$ cat src/rtl/toggle_reg_exerciser.sv
// ---------------------------------------------------------------------------
// toggle_reg_exerciser
//   Self-test companion for the load/toggle register design. A run drives
//   NUM_VECTORS (sel, data) vectors from a Galois LFSR into the register
//   under test. It tracks the expected register contents in a local model
//   and compares each readback, which returns RETURN_DELAY stages late. It
//   reports done/pass, a saturating mismatch count and the index of the
//   first failing vector.
//
// Ports
//   i_Clock       rising-edge clock
//   i_Reset_n     asynchronous active-low reset
//   i_Start       start request, honoured only when idle or done
//   o_Sel/o_Data  vector to the register under test (1 = load, 0 = toggle)
//   i_Data        register readback, RETURN_DELAY stages after its output
//   o_Busy        run in progress (vectors or draining)
//   o_Done        run finished, results valid until the next start
//   o_Pass        o_Done with no mismatches
//   o_ErrorCount  mismatches this run, saturating at all-ones
//   o_FirstErr    vector index of the first mismatch
// ---------------------------------------------------------------------------
module toggle_reg_exerciser #(
  parameter int unsigned NUM_VECTORS  = 256,
  parameter logic [15:0] LFSR_TAPS    = 16'hB400,
  parameter logic [15:0] SEED         = 16'hACE1,
  parameter int unsigned RETURN_DELAY = 0,
  parameter int unsigned ERR_W        = 16,
  localparam int unsigned IDX_W = (NUM_VECTORS > 1) ? $clog2(NUM_VECTORS) : 1
) (
  input  logic             i_Clock,
  input  logic             i_Reset_n,
  input  logic             i_Start,
  output logic             o_Sel,
  output logic             o_Data,
  input  logic             i_Data,
  output logic             o_Busy,
  output logic             o_Done,
  output logic             o_Pass,
  output logic [ERR_W-1:0] o_ErrorCount,
  output logic [IDX_W-1:0] o_FirstErr
);

  // An all-zero seed would lock the LFSR, so it is replaced by 1.
  localparam logic [15:0]      SEED_EFF = (SEED == 16'h0000) ? 16'h0001 : SEED;
  localparam logic [IDX_W-1:0] LAST_IDX = IDX_W'(NUM_VECTORS - 1);
  localparam logic [ERR_W-1:0] ERR_MAX  = {ERR_W{1'b1}};

  typedef enum logic [1:0] {
    ST_IDLE  = 2'd0,
    ST_RUN   = 2'd1,
    ST_DRAIN = 2'd2,
    ST_DONE  = 2'd3
  } state_t;

  // Right-shifting Galois LFSR step.
  function automatic logic [15:0] lfsr_step(input logic [15:0] i_Value);
    return {1'b0, i_Value[15:1]} ^ (i_Value[0] ? LFSR_TAPS : 16'h0000);
  endfunction

  state_t           r_State;
  state_t           w_StateNext;
  logic [15:0]      r_Lfsr;
  logic [15:0]      w_LfsrNext;
  logic [15:0]      w_LfsrStep;
  logic [IDX_W-1:0] r_VecIdx;
  logic [IDX_W-1:0] w_VecIdxNext;
  logic             r_Sel;
  logic             r_Data;
  logic             w_SelNext;
  logic             w_DataNext;
  logic             r_VecValid;
  logic             w_VecValidNext;
  logic             w_Launch;
  logic             r_Model;
  logic             r_ModelValid;
  logic             w_ExpBit;
  logic             w_CmpValid;
  logic             w_Mismatch;
  logic [IDX_W-1:0] r_CmpIdx;
  logic [IDX_W-1:0] w_CmpIdxNext;
  logic [ERR_W-1:0] r_ErrCount;
  logic [ERR_W-1:0] w_ErrNext;
  logic [IDX_W-1:0] r_FirstErr;
  logic [IDX_W-1:0] w_FirstNext;
  logic             r_Busy;
  logic             r_Done;
  logic             r_Pass;

  assign w_LfsrStep = lfsr_step(r_Lfsr);

  // Next state, vector generation and start acceptance.
  always_comb begin
    w_StateNext    = r_State;
    w_Launch       = 1'b0;
    w_SelNext      = 1'b0;
    w_DataNext     = 1'b0;
    w_VecValidNext = 1'b0;
    w_LfsrNext     = r_Lfsr;
    w_VecIdxNext   = r_VecIdx;
    case (r_State)
      ST_IDLE, ST_DONE: begin
        if (i_Start) begin
          // Vector 0 is a forced load: the register under test has no reset.
          w_StateNext    = ST_RUN;
          w_Launch       = 1'b1;
          w_SelNext      = 1'b1;
          w_DataNext     = SEED_EFF[1];
          w_VecValidNext = 1'b1;
          w_LfsrNext     = SEED_EFF;
          w_VecIdxNext   = {IDX_W{1'b0}};
        end else begin
          w_StateNext = r_State;
        end
      end
      ST_RUN: begin
        if (r_VecIdx == LAST_IDX) begin
          w_StateNext = ST_DRAIN;
        end else begin
          w_LfsrNext     = w_LfsrStep;
          w_SelNext      = w_LfsrStep[0];
          w_DataNext     = w_LfsrStep[1];
          w_VecValidNext = 1'b1;
          w_VecIdxNext   = r_VecIdx + IDX_W'(1);
        end
      end
      ST_DRAIN: begin
        if (w_CmpValid && (r_CmpIdx == LAST_IDX)) begin
          w_StateNext = ST_DONE;
        end else begin
          w_StateNext = ST_DRAIN;
        end
      end
      default: begin
        w_StateNext = ST_IDLE;
      end
    endcase
  end

  // State, vector outputs and LFSR registers.
  always_ff @(posedge i_Clock or negedge i_Reset_n) begin
    if (!i_Reset_n) begin
      r_State    <= ST_IDLE;
      r_Lfsr     <= SEED_EFF;
      r_VecIdx   <= {IDX_W{1'b0}};
      r_Sel      <= 1'b0;
      r_Data     <= 1'b0;
      r_VecValid <= 1'b0;
    end else begin
      r_State    <= w_StateNext;
      r_Lfsr     <= w_LfsrNext;
      r_VecIdx   <= w_VecIdxNext;
      r_Sel      <= w_SelNext;
      r_Data     <= w_DataNext;
      r_VecValid <= w_VecValidNext;
    end
  end

  // Reference register: captures the driven vector on the same edge as the
  // register under test. The tag marks the captures that belong to a run.
  always_ff @(posedge i_Clock or negedge i_Reset_n) begin
    if (!i_Reset_n) begin
      r_Model      <= 1'b0;
      r_ModelValid <= 1'b0;
    end else begin
      r_Model      <= r_Sel ? r_Data : ~r_Model;
      r_ModelValid <= r_VecValid;
    end
  end

  // Delay the model value and its tag to line up with the returning readback.
  if (RETURN_DELAY > 0) begin : g_align
    logic [RETURN_DELAY-1:0] r_MPipe;
    logic [RETURN_DELAY-1:0] r_VPipe;

    // Alignment shift registers for the expected bit and its valid tag.
    always_ff @(posedge i_Clock or negedge i_Reset_n) begin
      if (!i_Reset_n) begin
        r_MPipe <= {RETURN_DELAY{1'b0}};
        r_VPipe <= {RETURN_DELAY{1'b0}};
      end else begin
        r_MPipe[0] <= r_Model;
        r_VPipe[0] <= r_ModelValid;
        for (int i = 1; i < RETURN_DELAY; i++) begin
          r_MPipe[i] <= r_MPipe[i-1];
          r_VPipe[i] <= r_VPipe[i-1];
        end
      end
    end

    assign w_ExpBit   = r_MPipe[RETURN_DELAY-1];
    assign w_CmpValid = r_VPipe[RETURN_DELAY-1];
  end else begin : g_noalign
    assign w_ExpBit   = r_Model;
    assign w_CmpValid = r_ModelValid;
  end

  assign w_Mismatch = w_CmpValid && (i_Data != w_ExpBit);

  // Compare bookkeeping: compare index, saturating count, first failure.
  always_comb begin
    w_CmpIdxNext = r_CmpIdx;
    w_ErrNext    = r_ErrCount;
    w_FirstNext  = r_FirstErr;
    if (w_Launch) begin
      w_CmpIdxNext = {IDX_W{1'b0}};
      w_ErrNext    = {ERR_W{1'b0}};
      w_FirstNext  = {IDX_W{1'b0}};
    end else if (w_CmpValid) begin
      w_CmpIdxNext = r_CmpIdx + IDX_W'(1);
      if (w_Mismatch) begin
        // The count never returns to zero within a run, so zero means this is
        // the first mismatch.
        if (r_ErrCount == {ERR_W{1'b0}}) begin
          w_FirstNext = r_CmpIdx;
        end else begin
          w_FirstNext = r_FirstErr;
        end
        if (r_ErrCount != ERR_MAX) begin
          w_ErrNext = r_ErrCount + ERR_W'(1);
        end else begin
          w_ErrNext = r_ErrCount;
        end
      end else begin
        w_ErrNext = r_ErrCount;
      end
    end else begin
      w_CmpIdxNext = r_CmpIdx;
    end
  end

  // Result and status registers, aligned with the state they describe.
  always_ff @(posedge i_Clock or negedge i_Reset_n) begin
    if (!i_Reset_n) begin
      r_CmpIdx   <= {IDX_W{1'b0}};
      r_ErrCount <= {ERR_W{1'b0}};
      r_FirstErr <= {IDX_W{1'b0}};
      r_Busy     <= 1'b0;
      r_Done     <= 1'b0;
      r_Pass     <= 1'b0;
    end else begin
      r_CmpIdx   <= w_CmpIdxNext;
      r_ErrCount <= w_ErrNext;
      r_FirstErr <= w_FirstNext;
      r_Busy     <= (w_StateNext == ST_RUN) || (w_StateNext == ST_DRAIN);
      r_Done     <= (w_StateNext == ST_DONE);
      r_Pass     <= (w_StateNext == ST_DONE) && (w_ErrNext == {ERR_W{1'b0}});
    end
  end

  assign o_Sel        = r_Sel;
  assign o_Data       = r_Data;
  assign o_Busy       = r_Busy;
  assign o_Done       = r_Done;
  assign o_Pass       = r_Pass;
  assign o_ErrorCount = r_ErrCount;
  assign o_FirstErr   = r_FirstErr;

endmodule
$ cat config.mk
export PLATFORM = sky130hd
export DESIGN_NAME = toggle_reg_exerciser
export DESIGN_NICKNAME = d
export VERILOG_FILES = /design/src/rtl/toggle_reg_exerciser.sv
export SDC_FILE = /design/constraint.sdc
export NUM_CORES = 1
export LEC_CHECK = 0
export ABC_AREA = 1
export ABC_CLOCK_PERIOD_IN_PS = 4600
export CAP_MARGIN = 10
export CORE_ASPECT_RATIO = 1.75
export CORE_UTILIZATION = 30
export CTS_CLUSTER_SIZE = 14
export DETAILED_ROUTE_END_ITERATION = 10
export PLACE_DENSITY = 0.56
export SYNTH_ARGS = -nofsm -noshare
export SYNTH_HDL_FRONTEND = slang
export SYNTH_SLANG_ARGS = --single-unit
export TNS_END_PERCENT = 20
$ cat constraint.sdc
create_clock -name i_Clock -period 4.6 [get_ports i_Clock]
set_input_delay 0.92 -clock i_Clock [delete_from_list [all_inputs] [get_ports i_Clock]]
set_output_delay 0.92 -clock i_Clock [all_outputs]
set_load 0.01 [all_outputs]
; ---- Word level (Yosys, flattened, before mapping)
; Index checks and enable logic that the tools add are counted.
[word_totals]
in_bits = 4
out_inout_bits = 29
elab_cells = 75
regBits = 66
[op_classes]
muxes = 30
add_sub_neg = 3
eq_ne = 12
bitwise_logic = 2
reduce_logical = 14
[op_table]
columns = op, n
row1 = 16-bit two-way mux, 7
row2 = 8-bit two-way mux, 8
row3 = 16-bit logical NOT, 2
row4 = 16-bit one-hot mux with 2 select lines, 1
row5 = "16-bit by 1-bit adder with 16-bit output, second input constant", 1
row6 = "8-bit by 1-bit adder with 8-bit output, second input constant", 2
row7 = "8-bit equality test, second input constant", 2
row8 = "16-bit inequality test, second input constant", 1
row9 = 8-bit one-hot mux with 2 select lines, 1
row10 = 15-bit by 16-bit bitwise XOR with 16-bit output, 1
row11 = "2-bit equality test, second input constant", 4
row12 = 1-bit two-way mux, 8
row13 = 2-bit nonzero test, 4
row14 = 2-bit one-hot mux with 3 select lines, 1
row15 = 3-bit AND reduction, 2
row16 = "2-bit by 1-bit equality test with 1-bit output, second input constant", 2
row17 = 2-bit two-way mux, 2
row18 = "2-bit inequality test, second input constant", 2
row19 = 1-bit one-hot mux with 2 select lines, 2
row20 = 1-bit logical AND, 3
row21 = 2-bit logical NOT, 1
row22 = 2-bit OR reduction, 1
row23 = 1-bit logical OR, 1
row24 = 1-bit inequality test, 1
row25 = 1-bit NOT, 1

; ---- Logic depth before layout (Yosys ltp)
[logic_depth]
word_depth = 7
depth_mapped = 14

; ---- Least setup slack after synthesis
; No wires, ideal clock.
[synth_timing]
path_kind = input -> register
start = in i_Data
end = reg r_Pass, in the netlist o_Pass
stages = 11
required_ps = 4486
t_arrival_ps = 1920
setup_slack_ps = 2565
path_cell_list = nand2_1 nand2_1 nor2_1 buf_2 nand2_1 o21ai_0 nand2_1 nor2_1 nor2_1 nand2_1 nor2_1
[synth_via]
elab_chain_len = 7
[synth_lines]
columns = item, line
row1 = "start, declared", 35  ; input logic i_Data,
row2 = 1-bit inequality test, 197  ; assign w_Mismatch = w_CmpValid && (i_Data != w_ExpBit);
row3 = 1-bit logical AND, 197
row4 = 16-bit two-way mux, 210  ; if (w_Mismatch) begin
row5 = 16-bit two-way mux, 208  ; end else if (w_CmpValid) begin
row6 = 16-bit two-way mux, 204  ; if (w_Launch) begin
row7 = named net w_ErrNext[3], 82  ; logic [ERR_W-1:0] w_ErrNext;
row8 = 16-bit logical NOT, 246  ; r_Pass <= (w_StateNext == ST_DONE) && (w_ErrNext == {ERR_W{1'b0}});
row9 = 1-bit logical AND, 246
row10 = "end signal, assigned", 246
row11 = "end, declared", 87  ; logic r_Pass;
; The timed path passes the listed nets, and every way through them passes these cells.
; A chain may end at the register's enable or synchronous reset.

; ---- Worst setup path after layout
; Same ends and word-level chain as after synthesis.

==> metrics.md <==
| Metric | Value |
|---|---|
| Outcome | completed |
| IO Pins | 33 |
| Clock buffer depth | 2 |
| Initial antenna violation count | 0 |
| Fin nets | 468 |
| Fin Setup TNS | 0 ps |
| Crit-path leading delay family | simple AND/OR/NAND/NOR gates |
| Multi-input gate area | 1380 um2 |
| R2R cell count | 9 |
| H-tree levels | 3 |
| R2R Setup Slk | 2390 ps |
| Final Core Density | 0.382 |
| Storage cell area | 1660 um2 |
| Slew @ Worst Pin | 995 ps |
| Mapped Area | 3380 um2 |
| Req. time, crit path | 4830 ps |
| Sequential area share after synthesis | 0.491 |
| Post-Route WL | 8140 um |
| Synth-to-Final Area Change | 22.3% |
| CP Depth | 12 |
| Crit path max fanout | 13 |
| Tmin final | 2740 ps |
| CP Launch Type | input port |
| Reg-to-reg critical path endpoint | r_VecIdx[2] |
| DR WL/cell | 13.7 um |
| Setup bufs post-CTS | 0 |
| Reg clk slew, reported paths | 50 ps |
| LEAKAGE | 2.12 nW |
| Hold WS | 351 ps |
| Vias/cell | 4.92 |
| CP bufs+invs | 3 |
| Worst r2r src | r_State[0] |
| Syn. warnings | 0 |
| # rows | 50 |
| Cts repair resizes | 0 |
| Max Freq | 366 MHz |
| Die area | 11700 um2 |
| Core Footprint | 10800 um2 |
| Share of cells above drive strength 1 | 0.0931 |
| Max Slew Vio Count | 0 |
| Hold buffers post-CTS | 0 |
| Pre-CTS setup slack | 1530 ps |
| RSZ-0062 raised after global routing | no |
| PD cells | 319 nW/um2 |
| CTS tree | built |
| Maximum capacitance violations | 0 |
| DRT Pass-1 Iters | 4 |
| Routability-driven placement congestion ratio | 0.854 |
| Global-route wire length before repair | 13300 um |
| CP endpoint kind | flop |
| Setup crit start | i_Data |
| Final WS setup | 1860 ps |
| Post-synth top area share | 0.429 |
| Setup crit end | o_Pass |
| CTS Buf Count | 9 |
| Post-Layout Cell Count | 592 |
| Setup CP Type | in -> reg |
| Synth Instances | 419 |
| DRC Markers | 0 |
| Initial drt markers | 157 |
| Endpoints failing setup | 0 |
| Port Buffers | 32 |
| Hold Fails Final Rpt | 0 |
| Top post-synthesis cells by area | dfrtp_1 (43%), nand2_1 (10%), inv_1 (8.3%), dfstp_2 (6.2%), nand3_1 (5.0%) |
| Clock Latency Late Sink | 340 ps |
| Syn Nets | 430 |
| Yosys cell types | 37 |
| Skew final | 6.49 ps |
| Via Count | 2912 |
| Maximum vdd ir drop | 0.248 mV |
| Antenna diode count | 0 |
| Die extent in x | 82.2 um |
| Largest net degree at the start of global routing | 45 |
| Synth Register Bits | 66 |
| Vias in the first global route | 2780 |
| Slowest cell delay on critical path | 620 ps |
| Syn_area_per_cell | 8.07 um2 |
| GRT Resource Usage Total | 0.155 |
| Root Buffer | clkbuf_16 |
| Most common cell after layout, fill and taps aside | nand2_1 |
| Area leader, netlist | dfrtp_1 |
| Placed Instances | 576 |
| Slew margin rel. | 0.337 |
| Overflow left after global routing | 0 |
| Crit-path cells | clkdlybuf4s50_1, inv_1, nand2_1, inv_1, nor2_1, nand2_1, o21ai_0, nand2_1, nor2_1, nor2_1, nand2_1, nor2_1 |
| Crit-path slowest cell | nor2_1 |
| Initial Util | 0.312 |
| Most frequent cells in the layout | nand2_1 (91), inv_1 (75), dfrtp_1 (58) |
| Antenna viol nets, final | 0 |
| Hold Crit Class | reg -> reg |
| # fillers | 1104 |
| Final period util | 0.595 |
| Die Y | 142 um |
| CP arrival | 2970 ps |
| DP Wirelength | 6080 um |
| CTS Sinks | 66 |
==> synth_stat cells <==
library cell,instances
a31oi_1,1
nor3_4,1
nand2_2,2
a2bb2oi_1,1
o21ai_0,20
dfstp_2,8
o22ai_1,9
a22oi_1,5
dfrtp_1,58
and2_1,1
o21a_1,2
nand2_1,91
nand2_4,1
nand3b_1,1
nand3_1,34
nor2_2,4
buf_6,1
buf_4,2
nor4_1,2
and3_1,1
xor2_1,3
nor3_1,8
clkbuf_1,2
nand4_1,8
ha_1,7
o21ai_1,2
nor2_4,3
o211ai_1,1
nand3_2,3
a211oi_1,5
inv_2,2
inv_1,75
clkinv_1,1
nor2_1,33
xnor2_1,2
a21oi_1,17
buf_2,2
==> state kept, by name, summed over array words and instances (netlist names) <==
name / cells
o_FirstErr: 8
r_CmpIdx: 8
o_Done: 1
r_ModelValid: 1
r_Lfsr: 16
o_Sel: 1
o_Busy: 1
r_State: 2
r_VecIdx: 8
r_VecValid: 1
o_Data: 1
r_Model: 1
o_Pass: 1
o_ErrorCount: 16
==> where the power goes <==
part           internal (W)  switching (W)  leakage, nW
combinational     0.0000119      0.0000243         1.23
sequential         0.000584     0.00000394        0.740
clock              0.000435       0.000261        0.149
total               0.00103       0.000290         2.12
==> worst min-delay path by stage <==
stage / depth (start not counted) / from / endpoint
5_1_grt: 0 / r_VecValid / r_ModelValid
4_1_cts: 0 / r_VecValid / r_ModelValid
6_report: 0 / r_VecValid / r_ModelValid
3_3_place_gp: 0 / r_VecValid / r_ModelValid
3_5_place_dp: 0 / r_VecValid / r_ModelValid
2_1_floorplan: 0 / r_VecValid / r_ModelValid
==> through the flow <==
step	power (W)	area, um2
floorplan	0.000612	3380
global placement	0.000635	3830
detailed placement	0.000635	3830
CTS	0.00134	4130
global route	0.00136	4130
finish	0.00132	4130
==> layer usage <==
layer / up-vias / global-route usage / share of wire
met5: - / 0 / 0
met3: 21 / 0.0308 / 0.037
met4: 0 / 0.0896 / 0.038
met1: 1400 / 0.167 / 0.39
li1: 1427 / - / -
met2: 64 / 0.270 / 0.54
==> area by class of cell <==
| class | instances | share of cell area |
|---|---|---|
| sequential | 66 | 0.402 |
| tap | 130 | 0.0393 |
| multi-input combinational | 268 | 0.334 |
| timing repair buffer | 34 | 0.0799 |
| clock inverter | 6 | 0.0157 |
| inverter | 78 | 0.0708 |
| clock buffer | 10 | 0.0578 |
==> cell families after synthesis <==
family,count (synthesis),share of synthesized area
AND/OR/NAND/NOR,193,0.262
buffers and inverters,85,0.0996
flip-flops,66,0.491
AO/OA/AOI/OAI,63,0.108
adder cells (fa/ha/maj),7,0.0259
XOR/XNOR,5,0.0130
Note: power is estimated with default switching activity, not from simulation.
